`src/rtl/alu_issue_ctrl_if.sv`:
```
// Interface bundling the decoder request, ALU bus and completion outputs of alu_issue_ctrl.
// The master side is the decoder/ALU environment; the slave side is the issue controller.
interface alu_issue_ctrl_if #(
  parameter int WIDTH = 32
);
  logic             start;
  logic [5:0]       opcode;
  logic [5:0]       funct;
  logic [4:0]       shamt;
  logic [15:0]      imm;
  logic [WIDTH-1:0] rs_val;
  logic [WIDTH-1:0] rt_val;

  logic [WIDTH-1:0] alu_a;
  logic [WIDTH-1:0] alu_b;
  logic [3:0]       alu_aluc;
  logic [WIDTH-1:0] alu_r;
  logic             alu_zero;
  logic             alu_carry;
  logic             alu_negative;
  logic             alu_overflow;

  logic             busy;
  logic             done;
  logic [WIDTH-1:0] result;
  logic             result_we;
  logic             branch_taken;
  logic             ovf_exc;
  logic             illegal;
  logic [3:0]       flags;

  modport master (
    output start, opcode, funct, shamt, imm, rs_val, rt_val,
    output alu_r, alu_zero, alu_carry, alu_negative, alu_overflow,
    input  alu_a, alu_b, alu_aluc,
    input  busy, done, result, result_we, branch_taken, ovf_exc, illegal, flags
  );

  modport slave (
    input  start, opcode, funct, shamt, imm, rs_val, rt_val,
    input  alu_r, alu_zero, alu_carry, alu_negative, alu_overflow,
    output alu_a, alu_b, alu_aluc,
    output busy, done, result, result_we, branch_taken, ovf_exc, illegal, flags
  );
endinterface

```
`src/rtl/alu_issue_ctrl.sv`:
```
// Multicycle MIPS ALU issue sequencer: IDLE -> DECODE -> EXEC -> WB, one instruction per handshake.
// Completion outputs are registered on WB exit, so done appears three edges after the accept edge.
module alu_issue_ctrl #(
  parameter int WIDTH = 32
) (
  input  logic            clk,
  input  logic            rst_n,
  alu_issue_ctrl_if.slave bus
);

  localparam logic [3:0] ALUC_ADDU = 4'b0000;
  localparam logic [3:0] ALUC_SUBU = 4'b0001;
  localparam logic [3:0] ALUC_ADD  = 4'b0010;
  localparam logic [3:0] ALUC_SUB  = 4'b0011;
  localparam logic [3:0] ALUC_AND  = 4'b0100;
  localparam logic [3:0] ALUC_OR   = 4'b0101;
  localparam logic [3:0] ALUC_XOR  = 4'b0110;
  localparam logic [3:0] ALUC_NOR  = 4'b0111;
  localparam logic [3:0] ALUC_LUI  = 4'b1000;
  localparam logic [3:0] ALUC_SLTU = 4'b1010;
  localparam logic [3:0] ALUC_SLT  = 4'b1011;
  localparam logic [3:0] ALUC_SRA  = 4'b1100;
  localparam logic [3:0] ALUC_SRL  = 4'b1101;
  localparam logic [3:0] ALUC_SLL  = 4'b1110;

  typedef enum logic [1:0] {IDLE, DECODE, EXEC, WB} state_t;

  state_t           r_state;
  state_t           w_nextState;

  logic [5:0]       r_opcode;
  logic [5:0]       r_funct;
  logic [4:0]       r_shamt;
  logic [15:0]      r_imm;
  logic [WIDTH-1:0] r_rsVal;
  logic [WIDTH-1:0] r_rtVal;
  logic [WIDTH-1:0] r_aluA;
  logic [WIDTH-1:0] r_aluB;
  logic [3:0]       r_aluc;
  logic [WIDTH-1:0] r_aluR;
  logic [3:0]       r_flags;
  logic             r_done;
  logic [WIDTH-1:0] r_result;
  logic             r_resultWe;
  logic             r_branchTaken;
  logic             r_ovfExc;
  logic             r_illegal;

  logic [WIDTH-1:0] w_a;
  logic [WIDTH-1:0] w_b;
  logic [3:0]       w_aluc;
  logic             w_illegal;
  logic             w_isBeq;
  logic             w_isBne;
  logic             w_chkAdd;
  logic             w_chkSub;
  logic             w_ovf;
  logic [WIDTH-1:0] w_signExt;
  logic [WIDTH-1:0] w_zeroExt;
  logic [WIDTH-1:0] w_shamtExt;
  logic [WIDTH-1:0] w_rsShExt;

  assign w_signExt  = {{(WIDTH-16){r_imm[15]}}, r_imm};
  assign w_zeroExt  = {{(WIDTH-16){1'b0}}, r_imm};
  assign w_shamtExt = {{(WIDTH-5){1'b0}}, r_shamt};
  assign w_rsShExt  = {{(WIDTH-5){1'b0}}, r_rsVal[4:0]};

  always_ff @(posedge clk or negedge rst_n) begin
    if (!rst_n) r_state <= IDLE;
    else        r_state <= w_nextState;
  end

  always_comb begin
    w_nextState = r_state;
    case (r_state)
      IDLE:    if (bus.start) w_nextState = DECODE;
      DECODE:  w_nextState = EXEC;
      EXEC:    w_nextState = WB;
      WB:      w_nextState = IDLE;
      default: w_nextState = IDLE;
    endcase
  end

  // Decode works from the captured fields, so it stays valid through WB for classification.
  always_comb begin
    w_a       = '0;
    w_b       = '0;
    w_aluc    = ALUC_ADDU;
    w_illegal = 1'b0;
    w_isBeq   = 1'b0;
    w_isBne   = 1'b0;
    w_chkAdd  = 1'b0;
    w_chkSub  = 1'b0;
    case (r_opcode)
      6'b000000: begin
        w_a = r_rsVal;
        w_b = r_rtVal;
        case (r_funct)
          6'b100000: begin w_aluc = ALUC_ADD; w_chkAdd = 1'b1; end
          6'b100001: w_aluc = ALUC_ADDU;
          6'b100010: begin w_aluc = ALUC_SUB; w_chkSub = 1'b1; end
          6'b100011: w_aluc = ALUC_SUBU;
          6'b100100: w_aluc = ALUC_AND;
          6'b100101: w_aluc = ALUC_OR;
          6'b100110: w_aluc = ALUC_XOR;
          6'b100111: w_aluc = ALUC_NOR;
          6'b101010: w_aluc = ALUC_SLT;
          6'b101011: w_aluc = ALUC_SLTU;
          6'b000000: begin w_aluc = ALUC_SLL; w_a = w_shamtExt; end
          6'b000010: begin w_aluc = ALUC_SRL; w_a = w_shamtExt; end
          6'b000011: begin w_aluc = ALUC_SRA; w_a = w_shamtExt; end
          6'b000100: begin w_aluc = ALUC_SLL; w_a = w_rsShExt; end
          6'b000110: begin w_aluc = ALUC_SRL; w_a = w_rsShExt; end
          6'b000111: begin w_aluc = ALUC_SRA; w_a = w_rsShExt; end
          default: begin
            w_illegal = 1'b1;
            w_a       = '0;
            w_b       = '0;
          end
        endcase
      end
      6'b001000: begin w_aluc = ALUC_ADD;  w_a = r_rsVal; w_b = w_signExt; w_chkAdd = 1'b1; end
      6'b001001: begin w_aluc = ALUC_ADDU; w_a = r_rsVal; w_b = w_signExt; end
      6'b001010: begin w_aluc = ALUC_SLT;  w_a = r_rsVal; w_b = w_signExt; end
      6'b001011: begin w_aluc = ALUC_SLTU; w_a = r_rsVal; w_b = w_signExt; end
      6'b001100: begin w_aluc = ALUC_AND;  w_a = r_rsVal; w_b = w_zeroExt; end
      6'b001101: begin w_aluc = ALUC_OR;   w_a = r_rsVal; w_b = w_zeroExt; end
      6'b001110: begin w_aluc = ALUC_XOR;  w_a = r_rsVal; w_b = w_zeroExt; end
      6'b001111: begin w_aluc = ALUC_LUI;  w_b = w_zeroExt; end
      6'b000100: begin w_aluc = ALUC_SUBU; w_a = r_rsVal; w_b = r_rtVal; w_isBeq = 1'b1; end
      6'b000101: begin w_aluc = ALUC_SUBU; w_a = r_rsVal; w_b = r_rtVal; w_isBne = 1'b1; end
      default:   w_illegal = 1'b1;
    endcase
  end

  // Signed overflow judged from the issued operands and the sampled result, not the ALU's flag.
  always_comb begin
    w_ovf = 1'b0;
    if (w_chkAdd)
      w_ovf = (r_aluA[WIDTH-1] == r_aluB[WIDTH-1]) && (r_aluR[WIDTH-1] != r_aluA[WIDTH-1]);
    else if (w_chkSub)
      w_ovf = (r_aluA[WIDTH-1] != r_aluB[WIDTH-1]) && (r_aluR[WIDTH-1] != r_aluA[WIDTH-1]);
  end

  always_ff @(posedge clk or negedge rst_n) begin
    if (!rst_n) begin
      r_opcode      <= '0;
      r_funct       <= '0;
      r_shamt       <= '0;
      r_imm         <= '0;
      r_rsVal       <= '0;
      r_rtVal       <= '0;
      r_aluA        <= '0;
      r_aluB        <= '0;
      r_aluc        <= ALUC_ADDU;
      r_aluR        <= '0;
      r_flags       <= '0;
      r_done        <= 1'b0;
      r_result      <= '0;
      r_resultWe    <= 1'b0;
      r_branchTaken <= 1'b0;
      r_ovfExc      <= 1'b0;
      r_illegal     <= 1'b0;
    end else begin
      r_done <= 1'b0;
      case (r_state)
        IDLE: begin
          if (bus.start) begin
            r_opcode <= bus.opcode;
            r_funct  <= bus.funct;
            r_shamt  <= bus.shamt;
            r_imm    <= bus.imm;
            r_rsVal  <= bus.rs_val;
            r_rtVal  <= bus.rt_val;
          end
        end
        DECODE: begin
          r_aluA <= w_a;
          r_aluB <= w_b;
          r_aluc <= w_aluc;
        end
        EXEC: begin
          r_aluR  <= bus.alu_r;
          r_flags <= {bus.alu_zero, bus.alu_carry, bus.alu_negative, bus.alu_overflow};
        end
        WB: begin
          r_done        <= 1'b1;
          r_result      <= r_aluR;
          r_resultWe    <= !w_illegal && !w_isBeq && !w_isBne && !w_ovf;
          r_branchTaken <= (w_isBeq && r_flags[3]) || (w_isBne && !r_flags[3]);
          r_ovfExc      <= w_ovf;
          r_illegal     <= w_illegal;
        end
        default: ;
      endcase
    end
  end

  assign bus.busy         = (r_state != IDLE);
  assign bus.done         = r_done;
  assign bus.result       = r_result;
  assign bus.result_we    = r_resultWe;
  assign bus.branch_taken = r_branchTaken;
  assign bus.ovf_exc      = r_ovfExc;
  assign bus.illegal      = r_illegal;
  assign bus.flags        = r_flags;
  assign bus.alu_a        = r_aluA;
  assign bus.alu_b        = r_aluB;
  assign bus.alu_aluc     = r_aluc;

endmodule

```
`src/flat_wrapper.sv`:
```
// flat-port wrapper written by rule: the top's interface ports become plain ports
module alu_issue_ctrl_flat 
#(
  parameter int WIDTH = 32
)
  (clk, rst_n, bus_start, bus_opcode, bus_funct, bus_shamt, bus_imm, bus_rs_val, bus_rt_val, bus_alu_r, bus_alu_zero, bus_alu_carry, bus_alu_negative, bus_alu_overflow, bus_alu_a, bus_alu_b, bus_alu_aluc, bus_busy, bus_done, bus_result, bus_result_we, bus_branch_taken, bus_ovf_exc, bus_illegal, bus_flags);
  alu_issue_ctrl_if #(.WIDTH(WIDTH)) bus_i ();
  input  logic clk;
  input  logic rst_n;
  input wire logic [$bits(bus_i.start)-1:0] bus_start;
  input wire logic [$bits(bus_i.opcode)-1:0] bus_opcode;
  input wire logic [$bits(bus_i.funct)-1:0] bus_funct;
  input wire logic [$bits(bus_i.shamt)-1:0] bus_shamt;
  input wire logic [$bits(bus_i.imm)-1:0] bus_imm;
  input wire logic [$bits(bus_i.rs_val)-1:0] bus_rs_val;
  input wire logic [$bits(bus_i.rt_val)-1:0] bus_rt_val;
  input wire logic [$bits(bus_i.alu_r)-1:0] bus_alu_r;
  input wire logic [$bits(bus_i.alu_zero)-1:0] bus_alu_zero;
  input wire logic [$bits(bus_i.alu_carry)-1:0] bus_alu_carry;
  input wire logic [$bits(bus_i.alu_negative)-1:0] bus_alu_negative;
  input wire logic [$bits(bus_i.alu_overflow)-1:0] bus_alu_overflow;
  output wire logic [$bits(bus_i.alu_a)-1:0] bus_alu_a;
  output wire logic [$bits(bus_i.alu_b)-1:0] bus_alu_b;
  output wire logic [$bits(bus_i.alu_aluc)-1:0] bus_alu_aluc;
  output wire logic [$bits(bus_i.busy)-1:0] bus_busy;
  output wire logic [$bits(bus_i.done)-1:0] bus_done;
  output wire logic [$bits(bus_i.result)-1:0] bus_result;
  output wire logic [$bits(bus_i.result_we)-1:0] bus_result_we;
  output wire logic [$bits(bus_i.branch_taken)-1:0] bus_branch_taken;
  output wire logic [$bits(bus_i.ovf_exc)-1:0] bus_ovf_exc;
  output wire logic [$bits(bus_i.illegal)-1:0] bus_illegal;
  output wire logic [$bits(bus_i.flags)-1:0] bus_flags;
  assign bus_i.start = bus_start;
  assign bus_i.opcode = bus_opcode;
  assign bus_i.funct = bus_funct;
  assign bus_i.shamt = bus_shamt;
  assign bus_i.imm = bus_imm;
  assign bus_i.rs_val = bus_rs_val;
  assign bus_i.rt_val = bus_rt_val;
  assign bus_i.alu_r = bus_alu_r;
  assign bus_i.alu_zero = bus_alu_zero;
  assign bus_i.alu_carry = bus_alu_carry;
  assign bus_i.alu_negative = bus_alu_negative;
  assign bus_i.alu_overflow = bus_alu_overflow;
  assign bus_alu_a = bus_i.alu_a;
  assign bus_alu_b = bus_i.alu_b;
  assign bus_alu_aluc = bus_i.alu_aluc;
  assign bus_busy = bus_i.busy;
  assign bus_done = bus_i.done;
  assign bus_result = bus_i.result;
  assign bus_result_we = bus_i.result_we;
  assign bus_branch_taken = bus_i.branch_taken;
  assign bus_ovf_exc = bus_i.ovf_exc;
  assign bus_illegal = bus_i.illegal;
  assign bus_flags = bus_i.flags;
  alu_issue_ctrl #(.WIDTH(WIDTH)) u_core (.clk(clk), .rst_n(rst_n), .bus(bus_i));
endmodule
```
`config.mk`:
```
export PLATFORM = sky130hd
export DESIGN_NAME = alu_issue_ctrl_flat
export DESIGN_NICKNAME = d
export VERILOG_FILES = /design/src/rtl/alu_issue_ctrl_if.sv /design/src/rtl/alu_issue_ctrl.sv /design/src/flat_wrapper.sv
export SDC_FILE = /design/constraint.sdc
export NUM_CORES = 1
export LEC_CHECK = 0
export BUFFER_PORTS_ARGS = -buffer_cell sky130_fd_sc_hd__buf_2
export CORE_ASPECT_RATIO = 1.1
export CORE_UTILIZATION = 48
export CTS_CLUSTER_SIZE = 12
export DETAILED_ROUTE_END_ITERATION = 16
export HOLD_SLACK_MARGIN = 0.1
export PLACE_DENSITY = 0.83
export REMOVE_ABC_BUFFERS = 1
export SLEW_MARGIN = 40
export SYNTH_ARGS = -nofsm -noshare
export SYNTH_HDL_FRONTEND = slang
export SYNTH_SLANG_ARGS = --single-unit
```
`constraint.sdc`:
```
create_clock -name clk -period 2.1 [get_ports clk]
set_input_delay 0.315 -clock clk [delete_from_list [all_inputs] [get_ports clk]]
set_output_delay 0.315 -clock clk [all_outputs]
set_load 0.005 [all_outputs]
```
==> impl_metrics.csv <==
group,metric,value,unit
yosys,synth-xor-area-share,0.00365,
global_route,grt_usage,0.247,
worst_setup_path,r2r_end,"u_core.bus.alu_b[30]",
place,place_area,0.0113,mm²
routing,vias_per_cell,5.40,
place,hpwl,14800,µm
finish,drive_above_1_share,0.468,
global_route,antenna_found_initial,1,
routing,drt_iter0_markers,259,
cts,cts_sinks,240,
finish,final_core_util,0.692,
routing,drc,0,
worst_setup_path,critPathTopFamily,"simple AND/OR/NAND/NOR gates",
yosys,syn_inst,655,
timing,hold_viol,0,
timing,timing.hold.ws,0.176,ns
yosys,yosysSeqAreaShare,0.626,
worst_setup_path,worstRegToRegCells,5,
global_route,use_met3,0.0646,
floorplanning,dieArea,0.0206,mm²
finish,final_nets,1194,
yosys,synth_cell_type_count,46,
power,cellLeakagePower,6.47,nW
place,routabilityCongestion,0.807,
global_route,grt_max_degree,78,
worst_setup_path,crit_fanout,16,
yosys,synth_warnings,0,
floorplanning,rows,53,
timing,final.min_clock_period,1.96,ns
status,outcome,"finished, final reports clean",
cts,cts_tree,"built",
yosys,ys_ff_latch,240,
timing,worstMarginPinSlew,0.633,ns
worst_setup_path,slowest_delay,0.41,ns
worst_setup_path,cp-start-kind,"register",
cts,htreeDepth,1,
routing,vias,7080,
place,port_buffers,245,
worst_setup_path,critical_path_required,2.54,ns
cts,clk_latency,0.51,ns
yosys,synth_area,0.00959,mm²
finish,area_growth,39.7,%
timing,fin_worst_skew,0.00854,ns
worst_setup_path,crit_path_end_kind,"register",
global_route,top_usage_layer,"met2",
power,peakVddDrop,0.000865,V
timing,rsz0062_at_grt,"false",
timing,setup_viol,0,
worst_setup_path,reg2reg_slack,0.14,ns
timing,maxSlewViolCount,0,
finish,final_area,0.0134,mm²
flow_run,maxCapViolCount,0,
worst_setup_path,crit_chain,"or3_4, nor4b_4, and3b_1, o21a_4, a221o_2",
worst_setup_path,arrival,2.41,ns
worst_setup_path,critPathKind,"reg2reg",
floorplanning,die_w,137,µm
timing,period_share,0.935,
routing,ant_nets,0,
floorplanning,ios,246,
yosys,synthAdderAreaFrac,0.00652,
floorplanning,core_area,0.0194,mm²
cts,numCtsBuffers,25,
worst_setup_path,cp_num_buf_inv,0,
routing,wirelength,25000,µm
routing,first_pass_iters,6,
cts,root_buffer,"clkbuf_16",
worst_setup_path,r2r-start,"u_core.r_opcode[0]",
global_route,grtUsageMet1,0.298,
floorplanning,die_h,150,µm
cts,cts_buffer_depth,3,
timing,fmax,509,MHz
global_route,grt_pass1_wl,39500,µm
hold_path,hold_path_depth,3,
power,power.density,1460,mW/mm²
floorplanning,start_util,0.495,
yosys,syn_avg_cell_area,14.6,µm²
yosys,synthMuxAreaShare,0.196,
yosys,synth-compound-area-share,0.0941,
timing,maxSlewHeadroom,0.577,
worst_setup_path,slowest_stage,"or3_4",
hold_path,worstHoldPathType,"in2reg",
routing,wl_per_cell,19.1,µm
yosys,synth_top_family_by_area,"multiplexers",
hold_path,worstHoldStart,"bus_start",
global_route,met2_usage,0.427,
global_route,overflow,0,
global_route,grt_pass1_vias,7753,
yosys,synth-simple-area-share,0.0433,
cts,post_cts_buffers,0,
hold_path,min_to,"u_core.r_state[0]",
cts,path_clk_slew,0.06,ns
how the worst max path moves through the flow:
stage | start | endpoint | slack (ns) | cells after the start
5_1_grt | u_core.bus.alu_a[31] | u_core.bus.result_we | 0.03 | 6
2_1_floorplan | u_core.r_state[0] | u_core.r_funct[0] | -1.20 | 4
4_1_cts | u_core.r_opcode[0] | u_core.bus.alu_b[25] | 0.07 | 5
3_3_place_gp | u_core.r_opcode[0] | u_core.bus.alu_b[26] | 0.13 | 5
6_report | u_core.r_opcode[0] | u_core.bus.alu_b[30] | 0.14 | 5
3_5_place_dp | u_core.r_opcode[0] | u_core.bus.alu_b[25] | 0.09 | 5
logic make-up (layout without fill, tap and decap cells):
family,Yosys count,after routing
muxes,167,167
buffers and inverters,59,466
adders and majority gates,5,5
other,0,1
and+or+nand+nor,74,74
xor gates and xnor gates,4,4
DFF,240,240
AOI/OAI and AO/OA,106,107
registers in the layout, summed over array words and instances, names as in the netlist, 2 cells and up:
signal	count
u_core.r_shamt	5
u_core.bus.flags	4
u_core.bus.result	32
u_core.bus.alu_aluc	4
u_core.r_rsVal	32
u_core.r_imm	16
u_core.r_opcode	6
u_core.r_aluR	32
u_core.r_rtVal	32
u_core.r_funct	6
u_core.r_state	2
u_core.bus.alu_b	32
u_core.bus.alu_a	32
timing repair:
item	in CTS	in global routing
resized for setup	0	2
setup endpoints to repair	0	20
endpoints found under the hold margin	201	0
hold buffers	134	0
metal layers:
layer / wire length [µm] / vias to the layer above
li1: - / 3193
met1: 9720 / 3555
met2: 12700 / 275
met3: 1980 / 57
met4: 653 / 0
met5: 0 / -
where the power goes:
part           leakage [nW]  internal (mW)  switching (mW)  total (mW)
Sequential             2.96           6.95            1.39        8.34
Clock                 0.353           2.35            1.66        4.01
Combinational          3.15           4.01            3.18        7.18
cell usage after synthesis, drive strengths merged:
master   number  area share
a2111oi       1     0.00091
a221o        32       0.035
or3           1      0.0012
a22o         28       0.026
nor4          1     0.00065
inv          16      0.0063
nor2         14      0.0057
o2111ai       1     0.00091
dfrtp       240        0.63
o21ai         4      0.0021
mux2i         1      0.0010
a21o          1     0.00078
nand2        13      0.0051
a31oi         4      0.0026
or2           2      0.0013
nand3         8      0.0042
nand2b        7      0.0046
nor4b         1      0.0025
buf          17       0.014
ha            5      0.0065
nor3          7      0.0048
mux2        166        0.19
a22oi         5      0.0039
o21a          3      0.0031
o32a          1      0.0010
o2bb2ai       2      0.0018
o221ai        3      0.0027
xnor2         2      0.0018
a32oi         2      0.0018
clkbuf       26       0.010
nor2b         2      0.0013
and3         17       0.011
a21boi        1     0.00078
and3b         1     0.00091
o41ai         5      0.0046
xor2          2      0.0018
a21oi        13      0.0068
through the flow:
step	TNS [ns]	power, mW	std cells	setup WS (ns)
2_1_floorplan	-137.29	12.3	612	-1.20
3_3_place_gp	0	14.8	1138	0.134
3_5_place_dp	0	15.2	1138	0.0860
4_1_cts	0	19.4	1309	0.0681
5_1_grt	0	20.7	1311	0.0288
6_report	0	19.5	1311	0.136
worst min-delay path, cell delays in order:
cell     delay (ns)
buf_2          0.11
nor2_1         0.07
a21oi_1        0.14
layout make-up:
class / instances / area, µm²
Sequential cell: 240 / 6010
Inverter: 16 / 60.1
Clock buffer: 34 / 679
Timing Repair Buffer: 413 / 2960
Clock inverter: 3 / 43.8
Multi-Input combinational cell: 357 / 3340
Tap cell: 247 / 309
Antenna cell: 1 / 2.50
Fill cell: 1269 / 5970
cell usage in the layout (no fill, tap or decap), types with 3 or more instances in the layout:
| master | Yosys | routed |
|---|---|---|
| ha_1 | 5 | 3 |
| nor2_1 | 13 | 13 |
| buf_2 | 2 | 244 |
| o41ai_1 | 5 | 5 |
| mux2_2 | 166 | 166 |
| o221ai_1 | 3 | 3 |
| a221o_2 | 9 | 9 |
| a21oi_1 | 13 | 13 |
| nor3_1 | 6 | 5 |
| a22oi_1 | 5 | 5 |
| nand2b_1 | 7 | 7 |
| dfrtp_1 | 240 | 240 |
| and3_1 | 17 | 17 |
| o21ai_0 | 4 | 4 |
| clkbuf_1 | 26 | 7 |
| a22o_1 | 28 | 28 |
| nand3_1 | 8 | 8 |
| buf_4 | 1 | 24 |
| dlygate4sd3_1 | 0 | 134 |
| clkbuf_16 | 0 | 25 |
| a221o_1 | 23 | 23 |
| a31oi_1 | 4 | 3 |
| nand2_1 | 13 | 12 |
| buf_12 | 0 | 10 |
| inv_1 | 15 | 15 |
Power figures use the tool's default switching activity.
